$ cat src/rtl/fetch_decode.sv
// Fetch and decode stage: drives the instruction RAM address and slices the
// returned word into opcode, register and immediate fields.
module fetch_decode #(
  parameter int ADDR_W  = 10,
  parameter int INSTR_W = 22,
  parameter int HALT_OP = 15,
  parameter int COUNT_W = 16
) (
  input  logic               clock,
  input  logic               reset_n,
  input  logic               PC_Reset,
  input  logic [INSTR_W-1:0] RAMdata,
  input  logic               stall,
  output logic [ADDR_W-1:0]  address,
  output logic [3:0]         opcode,
  output logic [2:0]         srcA,
  output logic [2:0]         srcB,
  output logic [2:0]         dest,
  output logic [8:0]         imm,
  output logic               inst_valid,
  output logic [ADDR_W-1:0]  inst_addr,
  output logic               halted,
  output logic [COUNT_W-1:0] issue_count
);

  typedef enum logic [1:0] {
    IDLE   = 2'd0,
    RUN    = 2'd1,
    HALTED = 2'd2
  } state_t;

  localparam logic [3:0]         HALT_CODE = 4'(HALT_OP);
  localparam logic [ADDR_W-1:0]  ADDR_ZERO = {ADDR_W{1'b0}};
  localparam logic [ADDR_W-1:0]  ADDR_ONE  = {{(ADDR_W-1){1'b0}}, 1'b1};
  localparam logic [COUNT_W-1:0] COUNT_MAX = {COUNT_W{1'b1}};
  localparam logic [COUNT_W-1:0] COUNT_ONE = {{(COUNT_W-1){1'b0}}, 1'b1};

  state_t              state_q, state_d;
  logic [ADDR_W-1:0]   pc_q, pc_d;
  logic [ADDR_W-1:0]   inst_addr_q, inst_addr_d;
  logic [COUNT_W-1:0]  issue_count_q, issue_count_d;
  logic                is_halt_s;
  logic                hold_s;

  assign opcode = RAMdata[21:18];
  assign srcA   = RAMdata[17:15];
  assign srcB   = RAMdata[14:12];
  assign dest   = RAMdata[11:9];
  assign imm    = RAMdata[8:0];

  assign is_halt_s = (opcode == HALT_CODE);
  assign hold_s    = (state_q == RUN) && (stall || is_halt_s);

  // Re-presenting inst_addr while held keeps the registered RAM output stable.
  assign address     = (hold_s || (state_q == HALTED)) ? inst_addr_q : pc_q;
  assign inst_valid  = (state_q == RUN);
  assign halted      = (state_q == HALTED);
  assign inst_addr   = inst_addr_q;
  assign issue_count = issue_count_q;

  always_comb begin
    state_d       = state_q;
    pc_d          = pc_q;
    inst_addr_d   = inst_addr_q;
    issue_count_d = issue_count_q;
    case (state_q)
      IDLE: begin
        if (PC_Reset) begin
          pc_d = ADDR_ZERO;
        end else begin
          state_d     = RUN;
          inst_addr_d = ADDR_ZERO;
          pc_d        = ADDR_ONE;
        end
      end
      RUN: begin
        if (PC_Reset) begin
          state_d = IDLE;
          pc_d    = ADDR_ZERO;
        end else if (is_halt_s) begin
          state_d = HALTED;
        end else if (!stall) begin
          inst_addr_d = pc_q;
          pc_d        = pc_q + ADDR_ONE;
          if (issue_count_q != COUNT_MAX) begin
            issue_count_d = issue_count_q + COUNT_ONE;
          end else begin
            issue_count_d = issue_count_q;
          end
        end else begin
          pc_d = pc_q;
        end
      end
      HALTED: begin
        if (PC_Reset) begin
          state_d = IDLE;
          pc_d    = ADDR_ZERO;
        end else begin
          state_d = HALTED;
        end
      end
      default: begin
        state_d = IDLE;
        pc_d    = ADDR_ZERO;
      end
    endcase
  end

  always_ff @(posedge clock or negedge reset_n) begin
    if (!reset_n) begin
      state_q       <= IDLE;
      pc_q          <= ADDR_ZERO;
      inst_addr_q   <= ADDR_ZERO;
      issue_count_q <= {COUNT_W{1'b0}};
    end else begin
      state_q       <= state_d;
      pc_q          <= pc_d;
      inst_addr_q   <= inst_addr_d;
      issue_count_q <= issue_count_d;
    end
  end

endmodule

$ cat config.mk
export PLATFORM = sky130hd
export DESIGN_NAME = fetch_decode
export DESIGN_NICKNAME = d
export VERILOG_FILES = /design/src/rtl/fetch_decode.sv
export SDC_FILE = /design/constraint.sdc
export NUM_CORES = 1
export LEC_CHECK = 0
export BUFFER_PORTS_ARGS = -buffer_cell sky130_fd_sc_hd__buf_2
export CAP_MARGIN = 15
export CORE_MARGIN = 1.5
export CORE_UTILIZATION = 49
export CTS_CLUSTER_DIAMETER = 30
export DETAILED_ROUTE_END_ITERATION = 10
export PLACE_DENSITY = 0.82
export SETUP_SLACK_MARGIN = 0.4
export SLEW_MARGIN = 20
export SYNTH_ARGS = -nofsm -noshare
export SYNTH_HDL_FRONTEND = slang
export SYNTH_SLANG_ARGS = --single-unit
$ cat constraint.sdc
create_clock -name clock -period 2 [get_ports clock]
set_input_delay 0.1 -clock clock [delete_from_list [all_inputs] [get_ports clock]]
set_output_delay 0.1 -clock clock [all_outputs]
set_load 0.005 [all_outputs]
==> out/results.ini <==
[worst_setup_path]
crit_path_start_kind=flip-flop
worstPathArrival_ns=1.89
startpoint=state_q[1]
cp-end-kind=flip-flop
worstSetupPathType=flip-flop to flip-flop
rr_startpoint=state_q[1]
cp_max_fo=6
crit_required_ns=2.18

[floorplan]
ios=86
die_h_microns=69.7
core_sq_um=4320
die_area_sq_um=4860
chipWidth_microns=69.7
fp-row-count=24
initial_core_util_pct=50.5

[synth]
yosysUniqueCellTypes=39
avgSynthCellArea_sq_um=9.70
ys_warn_count=0
ys_seq_area_share_pct=43.6
syn_inst=225
synth_nets=258
netlist_area_sq_um=2180
synthFlopType=dfrtp_1
synth-edff-count=0
ys_ff_latch=38
synth-async-reset-ratio_pct=100

[sta]
setup_viol=0
report.final.slew_viol_count=0
hold_slack_ns=0.0740
max_clock_freq_ghz=0.586
totalNegativeSetupSlack_ns=0
fin_crit_sh_pct=85.3
slew_headroom_pct=42.9
hold_violations=0
worst_pin_slew_ns=0.857
fin_crit_ns=1.71
rsz0062_at_grt=true
fin_skew_ns=0.00834

[global_route]
globalRouteOverflowTotal=0
grtUsageTotal_pct=20.4
antenna_found_initial=0
grt_first_pass_wirelength_mm=7.89
grt_max_degree=39
grt_pass1_vias=1674

[detailed_routing]
first_pass_iters=4
via_count=1844
drt-initial-drc-count=90
viasPerCell=5.57
routedWlPerCell_microns=15.8
ant_nets=0
drc=0
routed_wl_mm=5.25

[placed_design]
gp_congestion=0.831
portBuffers=49
hpwl_mm=3.16

[clocking]
clockRootBuffer=clkbuf_8
cts.clk_slew.worst_paths_ns=0.08
clock_latency_ns=0.30
cts_num_sinks=38
numCtsBuffers=5
htreeDepth=2
cts_tree=yes
cts.path.max_buffers=2

[pwr]
peakVddDrop_mv=0.684
p_leak_uw=0.00140
cellPowerDensity_nw_per_um2=1010

[min_path]
min-delay-start=PC_Reset
hold_class=input port to flip-flop

[layout]
nNetsFinal=311
final_common_cell=buf_2
mostFrequentLayoutCells=buf_2, dfrtp_1, nand2_1, buf_4
fin_util_pct=64.8
antenna_cells=0
drive_gt1_share_pct=43.7
areaGrowthSynthToFinish_pct=28.4

[run]
cap_violations=0

[status]
status=finished, final reports clean

final cells by class:
cell class	count	area (sq um)
multi-input cells	152	1190
inverters	8	30.0
repair buffers	73	458
flip-flops and latches	38	952
fillers	349	1520
clock inverters	3	40.0
well taps	52	65.1
clock buffers	5	68.8
critical path, stage by stage (launching register included):
cell and delay [ns]:
dfrtp_1 0.39, inv_2 0.08, ha_4 0.19, buf_6 0.11, nor2b_4 0.19, nand2_2 0.12, nor2_4 0.17, mux2_2 0.34
per-stage QoR:
| step | power (uW) | area, sq um | setup slack [ns] | std cells |
|---|---|---|---|---|
| floorplan | 1520 | 2250 | 0.392 | 225 |
| global placement | 1690 | 2360 | 0.282 | 300 |
| detailed placement | 1710 | 2360 | 0.232 | 300 |
| CTS | 2560 | 2610 | 0.324 | 320 |
| global route | 3010 | 2800 | 0.173 | 331 |
| finish | 2840 | 2800 | 0.293 | 331 |
path summary, 6_finish.rpt:
path                                       end  slack, ns  cells after the start
worst max-delay path            issue_count[1]       0.29                      7
worst min-delay path                   pc_q[1]       0.07                      2
worst max register to register  issue_count[1]       0.29                      7
worst min register to register  issue_count[8]       0.50                      1
max in group asynchronous           state_q[0]       0.96                      2
min in group asynchronous         inst_addr[6]       0.45                      2
power by group:
part	leakage [uW]	total (uW)	switching, uW	internal (uW)
Combinational	0.000818	1220	603	619
Sequential	0.000519	961	112	848
Clock	0.0000579	658	290	367
Total	0.00140	2840	1010	1840
flip-flops by register name, summed over array words and instances (netlist names):
| signal | flops |
|---|---|
| inst_addr | 10 |
| issue_count | 16 |
| pc_q | 10 |
| state_q | 2 |
Yosys cell counts, types with 7 or more instances:
cell     instances  share of area (%)
dfrtp_1         38                 44
nand3_1          8                1.8
a22o_1          10                4.0
nor2_1          12                2.1
xnor2_1         11                4.4
ha_1             7                4.0
nand4_1          8                2.3
and4_1           7                2.8
inv_1            8                1.4
buf_4           22                7.6
nand2_1         31                5.3
per-layer routing:
| layer | routed length (microns) | GRT usage [%] | vias up |
|---|---|---|---|
| li1 | - | - | 883 |
| met1 | 2220 | 25.7 | 907 |
| met2 | 2670 | 33.4 | 48 |
| met3 | 297 | 5.23 | 6 |
| met4 | 59 | 8.33 | 0 |
| met5 | 0 | 0 | - |
kinds of logic after synthesis:
| family | share of synthesized area, % |
|---|---|
| flops | 43.6 |
| compound gates | 13.8 |
| buf+inv | 10.3 |
| mux | 2.01 |
| simple gates | 19.8 |
| fa+ha+maj | 4.01 |
| xor+xnor | 6.42 |
what timing repair did:
item | CTS | global route
hold endpoints to repair | 38 | 0
setup buffers | 10 | 10
pin swaps | 7 | 12
setup endpoints to repair | 39 | 45
gates cloned | 1 | 1
hold buffers | 1 | 0
resized for setup | 12 | 33
No activity file was read; power rests on OpenSTA's default activity.
